`config.mk`:
```
export PLATFORM = sky130hd
export DESIGN_NAME = muldiv_unit
export DESIGN_NICKNAME = d
export VERILOG_FILES = /design/src/rtl/muldiv_pkg.sv /design/src/rtl/muldiv_step.sv /design/src/rtl/muldiv_unit.sv
export SDC_FILE = /design/constraint.sdc
export NUM_CORES = 1
export LEC_CHECK = 0
export BUFFER_PORTS_ARGS = -buffer_cell sky130_fd_sc_hd__buf_2
export CAP_MARGIN = 15
export CORE_UTILIZATION = 40
export CTS_CLUSTER_DIAMETER = 50
export CTS_CLUSTER_SIZE = 10
export DETAILED_ROUTE_END_ITERATION = 6
export PLACE_DENSITY_LB_ADDON = 0.3
export SYNTH_ARGS = -nofsm -noshare
export SYNTH_HDL_FRONTEND = slang
export SYNTH_HIERARCHICAL = 1
export SYNTH_SLANG_ARGS = --single-unit
export TNS_END_PERCENT = 30
```
`constraint.sdc`:
```
create_clock -name clk -period 12.2 [get_ports clk]
set_clock_uncertainty 0.15 [all_clocks]
set_input_delay 1.22 -clock clk [delete_from_list [all_inputs] [get_ports clk]]
set_output_delay 1.22 -clock clk [all_outputs]
set_load 0.02 [all_outputs]
```
`src/rtl/muldiv_pkg.sv`:
```
// rtl/muldiv_pkg.sv - shared definitions for the RV32M multiply/divide unit
//
// Holds the funct3 operation codes, the FSM state encoding and the
// architectural constants used for division special cases.

package muldiv_pkg;

  localparam logic [2:0] MD_MUL    = 3'b000;
  localparam logic [2:0] MD_MULH   = 3'b001;
  localparam logic [2:0] MD_MULHSU = 3'b010;
  localparam logic [2:0] MD_MULHU  = 3'b011;
  localparam logic [2:0] MD_DIV    = 3'b100;
  localparam logic [2:0] MD_DIVU   = 3'b101;
  localparam logic [2:0] MD_REM    = 3'b110;
  localparam logic [2:0] MD_REMU   = 3'b111;

  localparam logic [31:0] MD_DIV0_QUOT = 32'hFFFF_FFFF;
  localparam logic [31:0] MD_INT_MIN   = 32'h8000_0000;

  typedef enum logic [1:0] {
    ST_IDLE = 2'd0,
    ST_CALC = 2'd1,
    ST_FIX  = 2'd2,
    ST_DONE = 2'd3
  } md_state_e;

endpackage

```
`src/rtl/muldiv_step.sv`:
```
// rtl/muldiv_step.sv - one radix-2 multiply or divide iteration
//
// Ports:
//   div_mode_i  1  : 0 = shift-add multiply, 1 = restoring divide
//   acc_i      64  : multiply {partial_hi, multiplier_lo}, divide {remainder, quotient}
//   operand_i  32  : multiplicand (multiply) or divisor (divide) magnitude
//   acc_o      64  : accumulator after this iteration

module muldiv_step (
  input  logic        div_mode_i,
  input  logic [63:0] acc_i,
  input  logic [31:0] operand_i,
  output logic [63:0] acc_o
);

  logic [32:0] sum;
  logic [32:0] trial;
  logic [32:0] diff;

  always_comb begin
    acc_o = acc_i;
    sum   = '0;
    trial = '0;
    diff  = '0;
    if (div_mode_i) begin
      // Shift the next dividend bit into the remainder; 33 bits because the
      // shifted remainder can exceed 32 bits before the subtract.
      trial = {acc_i[63:32], acc_i[31]};
      diff  = trial - {1'b0, operand_i};
      if (!diff[32]) begin
        acc_o = {diff[31:0], acc_i[30:0], 1'b1};
      end else begin
        acc_o = {trial[31:0], acc_i[30:0], 1'b0};
      end
    end else begin
      // The carry out of the add becomes the new top bit after the shift.
      sum   = {1'b0, acc_i[63:32]} + (acc_i[0] ? {1'b0, operand_i} : 33'd0);
      acc_o = {sum, acc_i[31:1]};
    end
  end

endmodule

```
`src/rtl/muldiv_unit.sv`:
```
// rtl/muldiv_unit.sv - multi-cycle RV32M multiply/divide unit
//
// Ports:
//   clk, rst                 : clock, synchronous active-high reset
//   MDstart                  : request, accepted in IDLE or DONE
//   MDfunct3                 : RV32M operation select
//   MDoperand1, MDoperand2   : rs1 / rs2 values, sampled only at accept
//   MDdestination_register   : rd, captured at accept
//   MDbusy                   : operation in flight
//   MDdone                   : one-cycle result-valid pulse
//   MDresult, MDrd_out       : result and its rd, held until replaced
//
// Build option MULDIV_FAST_MUL_EN: multiplies use one single-cycle product
// instead of 32 shift-add steps; division is unaffected.

module muldiv_unit
  import muldiv_pkg::*;
#(
  parameter int XLEN = 32
) (
  input  logic            clk,
  input  logic            rst,
  input  logic            MDstart,
  input  logic [2:0]      MDfunct3,
  input  logic [XLEN-1:0] MDoperand1,
  input  logic [XLEN-1:0] MDoperand2,
  input  logic [4:0]      MDdestination_register,
  output logic            MDbusy,
  output logic            MDdone,
  output logic [XLEN-1:0] MDresult,
  output logic [4:0]      MDrd_out
);

  md_state_e   state_q;
  logic [4:0]  cnt_q;
  logic [63:0] acc_q;
  logic [31:0] opnd_q;
  logic        div_q;
  logic        hi_q;
  logic        neg_q;
  logic [4:0]  rd_q;
  logic        busy_q;
  logic        done_q;
  logic [31:0] result_q;
  logic [4:0]  rd_out_q;

  logic        a_signed, b_signed, a_neg, b_neg;
  logic [31:0] a_mag, b_mag;
  logic        req_div, req_hi, req_neg, div0, ovf;
  logic [63:0] step_acc;
  logic [63:0] acc_neg, mul_src;
  logic [31:0] div_word, fix_word;

  // Request decode: operand signedness, result sign and word selection.
  always_comb begin
    a_signed = 1'b0;
    b_signed = 1'b0;
    case (MDfunct3)
      MD_MULH, MD_DIV, MD_REM: begin
        a_signed = 1'b1;
        b_signed = 1'b1;
      end
      MD_MULHSU: a_signed = 1'b1;
      default: ;
    endcase
    a_neg   = a_signed & MDoperand1[31];
    b_neg   = b_signed & MDoperand2[31];
    a_mag   = a_neg ? (~MDoperand1 + 32'd1) : MDoperand1;
    b_mag   = b_neg ? (~MDoperand2 + 32'd1) : MDoperand2;
    req_div = MDfunct3[2];
    req_hi  = req_div ? MDfunct3[1] : (MDfunct3 != MD_MUL);
    // Remainder follows the dividend; quotient and product follow both.
    req_neg = (req_div && MDfunct3[1]) ? a_neg : (a_neg ^ b_neg);
    div0    = req_div && (MDoperand2 == '0);
    ovf     = req_div && !MDfunct3[0] && (MDoperand1 == MD_INT_MIN)
              && (MDoperand2 == 32'hFFFF_FFFF);
  end

  muldiv_step u_step (
    .div_mode_i (div_q),
    .acc_i      (acc_q),
    .operand_i  (opnd_q),
    .acc_o      (step_acc)
  );

`ifdef MULDIV_FAST_MUL_EN
  // Magnitudes are widened to 33-bit signed so the same product covers
  // every multiply flavour; sign is restored in FIX.
  logic signed [63:0] fast_prod;
  assign fast_prod = 64'($signed({1'b0, opnd_q})) * 64'($signed({1'b0, acc_q[31:0]}));
`endif

  // Sign fix-up. A product must be negated as a full 64-bit value so the
  // high word picks up the borrow from the low word; quotient and remainder
  // are independent words and are negated on their own.
  always_comb begin
    acc_neg  = ~acc_q + 64'd1;
    mul_src  = neg_q ? acc_neg : acc_q;
    div_word = hi_q ? acc_q[63:32] : acc_q[31:0];
    if (div_q) begin
      fix_word = neg_q ? (~div_word + 32'd1) : div_word;
    end else begin
      fix_word = hi_q ? mul_src[63:32] : mul_src[31:0];
    end
  end

  always_ff @(posedge clk) begin
    if (rst) begin
      state_q  <= ST_IDLE;
      cnt_q    <= '0;
      acc_q    <= '0;
      opnd_q   <= '0;
      div_q    <= 1'b0;
      hi_q     <= 1'b0;
      neg_q    <= 1'b0;
      rd_q     <= '0;
      busy_q   <= 1'b0;
      done_q   <= 1'b0;
      result_q <= '0;
      rd_out_q <= '0;
    end else begin
      done_q <= 1'b0;
      case (state_q)
        ST_IDLE, ST_DONE: begin
          if (MDstart) begin
            rd_q   <= MDdestination_register;
            div_q  <= req_div;
            hi_q   <= req_hi;
            cnt_q  <= '0;
            busy_q <= 1'b1;
            if (div0 || ovf) begin
              // Final {remainder, quotient} loaded directly; FIX just selects.
              acc_q   <= div0 ? {MDoperand1, MD_DIV0_QUOT} : {32'd0, MD_INT_MIN};
              neg_q   <= 1'b0;
              state_q <= ST_FIX;
            end else begin
              acc_q   <= {32'd0, req_div ? a_mag : b_mag};
              opnd_q  <= req_div ? b_mag : a_mag;
              neg_q   <= req_neg;
              state_q <= ST_CALC;
            end
          end else begin
            state_q <= ST_IDLE;
          end
        end
        ST_CALC: begin
`ifdef MULDIV_FAST_MUL_EN
          if (!div_q) begin
            acc_q   <= fast_prod;
            state_q <= ST_FIX;
          end else begin
            acc_q <= step_acc;
            cnt_q <= cnt_q + 5'd1;
            if (cnt_q == 5'd31) state_q <= ST_FIX;
          end
`else
          acc_q <= step_acc;
          cnt_q <= cnt_q + 5'd1;
          if (cnt_q == 5'd31) state_q <= ST_FIX;
`endif
        end
        ST_FIX: begin
          result_q <= fix_word;
          rd_out_q <= rd_q;
          busy_q   <= 1'b0;
          done_q   <= 1'b1;
          state_q  <= ST_DONE;
        end
        default: state_q <= ST_IDLE;
      endcase
    end
  end

  assign MDbusy   = busy_q;
  assign MDdone   = done_q;
  assign MDresult = result_q;
  assign MDrd_out = rd_out_q;

endmodule

```
==> qor.csv <==
stage;metric;value;unit
run_status;result of the run;completed;
global_routing;wire length of the first global-routing pass;99400;um
global_routing;via count of the first global-routing pass;16837;
clocking;number of cells upsized or downsized after cts;0;
setup_path;list of cells traversed by the critical path;inv_1 -> fa_1 -> nand2b_1 -> a211oi_2 -> o211ai_2 -> a211o_1 -> a21oi_2 -> o41ai_4 -> buf_4 -> nor2_2 -> buf_4 -> mux2i_1 -> a21oi_1 -> a221oi_1 -> nor3_1;
timing;setup repair after global routing missed its margin;false;
synth;XOR/XNOR share of the synthesized area;8.76;%
final_layout;number of diodes added for antenna fixing;0;
setup_path;crit path capture type;flop;
clocking;quantity of hold-fixing buffers added after cts;0;
final_layout;Total Nets Final;2422;
routing;1st-pass router iterations;7;
routing;Antenna Violating Nets Remaining;0;
floorplan;number of rows created at floorplan;74;
global_routing;antenna violations before repair;1;
final_layout;cell area after layout;17800;sq um
power;Peak supply drop;0.000140;V
synth;Ys Warns;6;
power;power density over cell area;300;nW/um^2
synth;Post-Synthesis Net Count;2433;
synth;number of synthesized register bits;150;
placement;Post-Place Cells;2785;
placement;number of port buffers;113;
timing;post-route worst setup slack;7.01;ns
global_routing;pin count of the biggest net entering global routing;82;
final_layout;fill cell count;4204;
timing;part of the cycle the worst path needs;42.5;%
floorplan;area of the die;42100;sq um
timing;post-layout min period;5.19;ns
setup_path;arrival time at the worst endpoint;5.34;ns
setup_path;critical path class;reg -> reg;
setup_path;type of element launching the critical path;flop;
clocking;root cell of the clock tree;sky130_fd_sc_hd__clkbuf_16;
synth;post-synthesis cell type count;108;
routing;First DRT Iteration DRCs;2041;
synth;main combinational cell family by area after synthesis;compound AO/OA/AOI/OAI gates;
placement;worst slack, placed;7.14;ns
final_layout;share of post-route cells with drive strength above 1;11.9;%
routing;DR DRC count;0;
synth;count of mapped cells out of synthesis;2283;
timing;number of hold violations in the final report;0;
synth;Synth Area in Adders;5.78;%
routing;final wirelength;65100;um
floorplan;Vert. Die Dim;205;um
global_routing;total global routing overflow;0;
timing;count of final setup violators;0;
synth;biggest area contributors in the synthesized netlist;sky130_fd_sc_hd__dfxtp_1 18%, sky130_fd_sc_hd__ha_1 5.5%, sky130_fd_sc_hd__a21oi_1 5.4%, sky130_fd_sc_hd__mux2i_1 5.3%, sky130_fd_sc_hd__nand2_1 5.2%;
routing;post-detailed-route via-to-cell ratio;6.46;
timing;Fmax;193;MHz
floorplan;die outline width;205;um
worst_hold_path;Hold WC Path Type;reg -> reg;
clocking;TritonCTS Sinks;150;
timing;worst hold slack;0.310;ns
placement;routability-driven placement congestion ratio;0.992;
final_layout;area growth from synthesis to final layout;8.17;%
flow_run;max-cap viol count;0;
clocking;maximum number of buffers from clock root to sink;2;
power;Leakage;6.95;nW
clocking;CTS tree;yes;
synth;Main synth FF type;sky130_fd_sc_hd__dfxtp_1;
timing;final total negative setup slack;0;ns
final_layout;non-filler cells, final;2817;
global_routing;overall global routing resource usage;30.7;%
placement;placed standard-cell area;17300;sq um
setup_path;crit path max fanout;18;
floorplan;effective utilization at floorplan;40.5;%
clocking;post-CTS setup buffer count;0;
synth;cell area after technology mapping;16500;sq um
final_layout;final core utilization;43.8;%
routing;routed vias;18187;
synth;post-synthesis average cell area;7.22;sq um
clocking;clock-pin slew reported for the worst setup and hold paths after clock tree synthesis;0.08;ns
timing;count of pins over their slew limit;0;
placement;detailed placement HPWL;48200;um
setup_path;Largest stage delay, worst path;0.84;ns
synth;Synth top area share;18.2;%
synth;Async S/R FF share, synth;0;%
routing;routed length per placed instance;23.1;um
clocking;Worst-Skew Late Latency;0.47;ns
synth;post-synthesis cell type with the largest combined area;sky130_fd_sc_hd__dfxtp_1;
synth;multiplexer share of the synthesized area;8.16;%
setup_path;cell with the largest stage delay on the worst path;sky130_fd_sc_hd__nor2_2;
synth;sequential cell area fraction in the yosys report;18.2;%
power;Design Power;5.35;mW
synth;complex-gate fraction of the synthesized area;28.4;%
timing;Max transition margin;14.2;%
floorplan;area of the core;40700;sq um
setup_path;data required time of the critical path;12.36;ns
timing;transition time at the pin with the least slew margin;1.28;ns
synth;area fraction in and, or, nand and nor cells after synthesis;24.3;%
setup_path;most prevalent standard cell on the critical path;sky130_fd_sc_hd__buf_4;
clocking;Num CTS Buffers;17;
clocking;H-tree levels;4;
synth;number of enable flip-flop cells after synthesis;0;
floorplan;I/O pin count;114;
## final cells by class
class / instances / area [sq um] / share of cell area, %
Multi-Input combinational cell: 1873 / 12500 / 69.8
Timing Repair Buffer: 144 / 801 / 4.49
Sequential cell: 150 / 3010 / 16.9
Inverter: 86 / 323 / 1.81
Clock inverter: 15 / 159 / 0.891
Clock buffer: 17 / 425 / 2.38
Tap cell: 532 / 666 / 3.73
## state kept, by name (all words and copies together), names as in the netlist
signal    flops
acc_q        64
MDresult     32
opnd_q       32
MDrd_out      5
cnt_q         5
rd_q          5
state_q       2
MDbusy        1
MDdone        1
div_q         1
hi_q          1
neg_q         1
## power by group
part           switching (mW)  total (mW)  internal [mW]
logic                    2.37        3.78           1.41
registers               0.366        1.02          0.653
clock network           0.272       0.546          0.274
## worst paths after layout
path              from   endpoint  slack, ns  cells after the start
max reg2reg  acc_q[32]  acc_q[42]       7.01                     15
min            rd_q[2]    rd_q[2]       0.31                      2
min reg2reg    rd_q[2]    rd_q[2]       0.31                      2
max          acc_q[32]  acc_q[42]       7.01                     15
## layout by cell type, fill, tap and decap left out, types with 12 or more instances in the layout
cell type / count
sky130_fd_sc_hd__nand3_1: 44
sky130_fd_sc_hd__ha_1: 71
sky130_fd_sc_hd__buf_4: 32
sky130_fd_sc_hd__xor2_1: 74
sky130_fd_sc_hd__nor2b_1: 16
sky130_fd_sc_hd__o221ai_1: 16
sky130_fd_sc_hd__nor3_1: 92
sky130_fd_sc_hd__buf_2: 112
sky130_fd_sc_hd__nand2b_1: 29
sky130_fd_sc_hd__and2_1: 37
sky130_fd_sc_hd__mux2i_1: 87
sky130_fd_sc_hd__xnor2_1: 91
sky130_fd_sc_hd__o21a_1: 13
sky130_fd_sc_hd__dfxtp_1: 147
sky130_fd_sc_hd__a211oi_1: 32
sky130_fd_sc_hd__a221oi_1: 36
sky130_fd_sc_hd__nand2_1: 228
sky130_fd_sc_hd__inv_1: 84
sky130_fd_sc_hd__o211ai_1: 29
sky130_fd_sc_hd__or3_1: 22
sky130_fd_sc_hd__clkbuf_16: 17
sky130_fd_sc_hd__nor4_1: 31
sky130_fd_sc_hd__a31oi_1: 39
sky130_fd_sc_hd__o41ai_1: 19
sky130_fd_sc_hd__a22oi_1: 13
sky130_fd_sc_hd__o21ai_0: 128
sky130_fd_sc_hd__nand4_1: 33
sky130_fd_sc_hd__a21oi_1: 179
sky130_fd_sc_hd__and3_1: 12
sky130_fd_sc_hd__o31ai_1: 30
sky130_fd_sc_hd__mux2_2: 41
sky130_fd_sc_hd__nor2_1: 192
sky130_fd_sc_hd__o22ai_1: 17
sky130_fd_sc_hd__or4_1: 15
sky130_fd_sc_hd__a21o_1: 33
## critical path, delay by kind of cell, from the launching register on
kind,cells,cell delay (ns)
adders and majority gates,1,0.48
and+or+nand+nor,3,1.12
DFF,1,0.67
AOI/OAI and AO/OA,7,1.57
buffers and inverters,3,0.76
muxes,1,0.23
## layer usage
layer / vias up / track usage [%] / wire length (um)
met5: - / 0 / 0
met1: 8674 / 40.4 / 27700
met2: 940 / 46.8 / 28200
met3: 152 / 4.92 / 5420
li1: 8421 / - / -
met4: 0 / 18.5 / 3750
## cell families (layout without fill, tap and decap cells)
kind of cell | after synthesis | after routing
xor+xnor | 165 | 165
simple gates | 812 | 812
flops | 150 | 150
buf+inv | 260 | 262
fa+ha+maj | 75 | 75
mux | 129 | 129
compound gates | 692 | 692
## cell usage after synthesis (all sizes together) (9+ instances only)
| cell type | n |
|---|---|
| or2 | 11 |
| o22ai | 17 |
| buf | 33 |
| a31oi | 39 |
| o41ai | 20 |
| and2 | 39 |
| nor3 | 93 |
| o21ai | 134 |
| a22oi | 13 |
| nand2 | 228 |
| or4 | 16 |
| dfxtp | 150 |
| and3 | 12 |
| a21oi | 181 |
| nand4 | 33 |
| ha | 73 |
| clkbuf | 141 |
| a21o | 34 |
| o31ai | 33 |
| o21a | 13 |
| nand3 | 44 |
| xor2 | 74 |
| o221ai | 16 |
| nor2 | 196 |
| o211ai | 30 |
| nor2b | 16 |
| nor4 | 35 |
| a211oi | 35 |
| nand2b | 29 |
| a32oi | 9 |
| a221oi | 36 |
| a41oi | 9 |
| inv | 85 |
| xnor2 | 91 |
| mux2i | 88 |
| a221o | 9 |
| mux2 | 41 |
| or3 | 23 |
(Power assumes the default switching activity.)
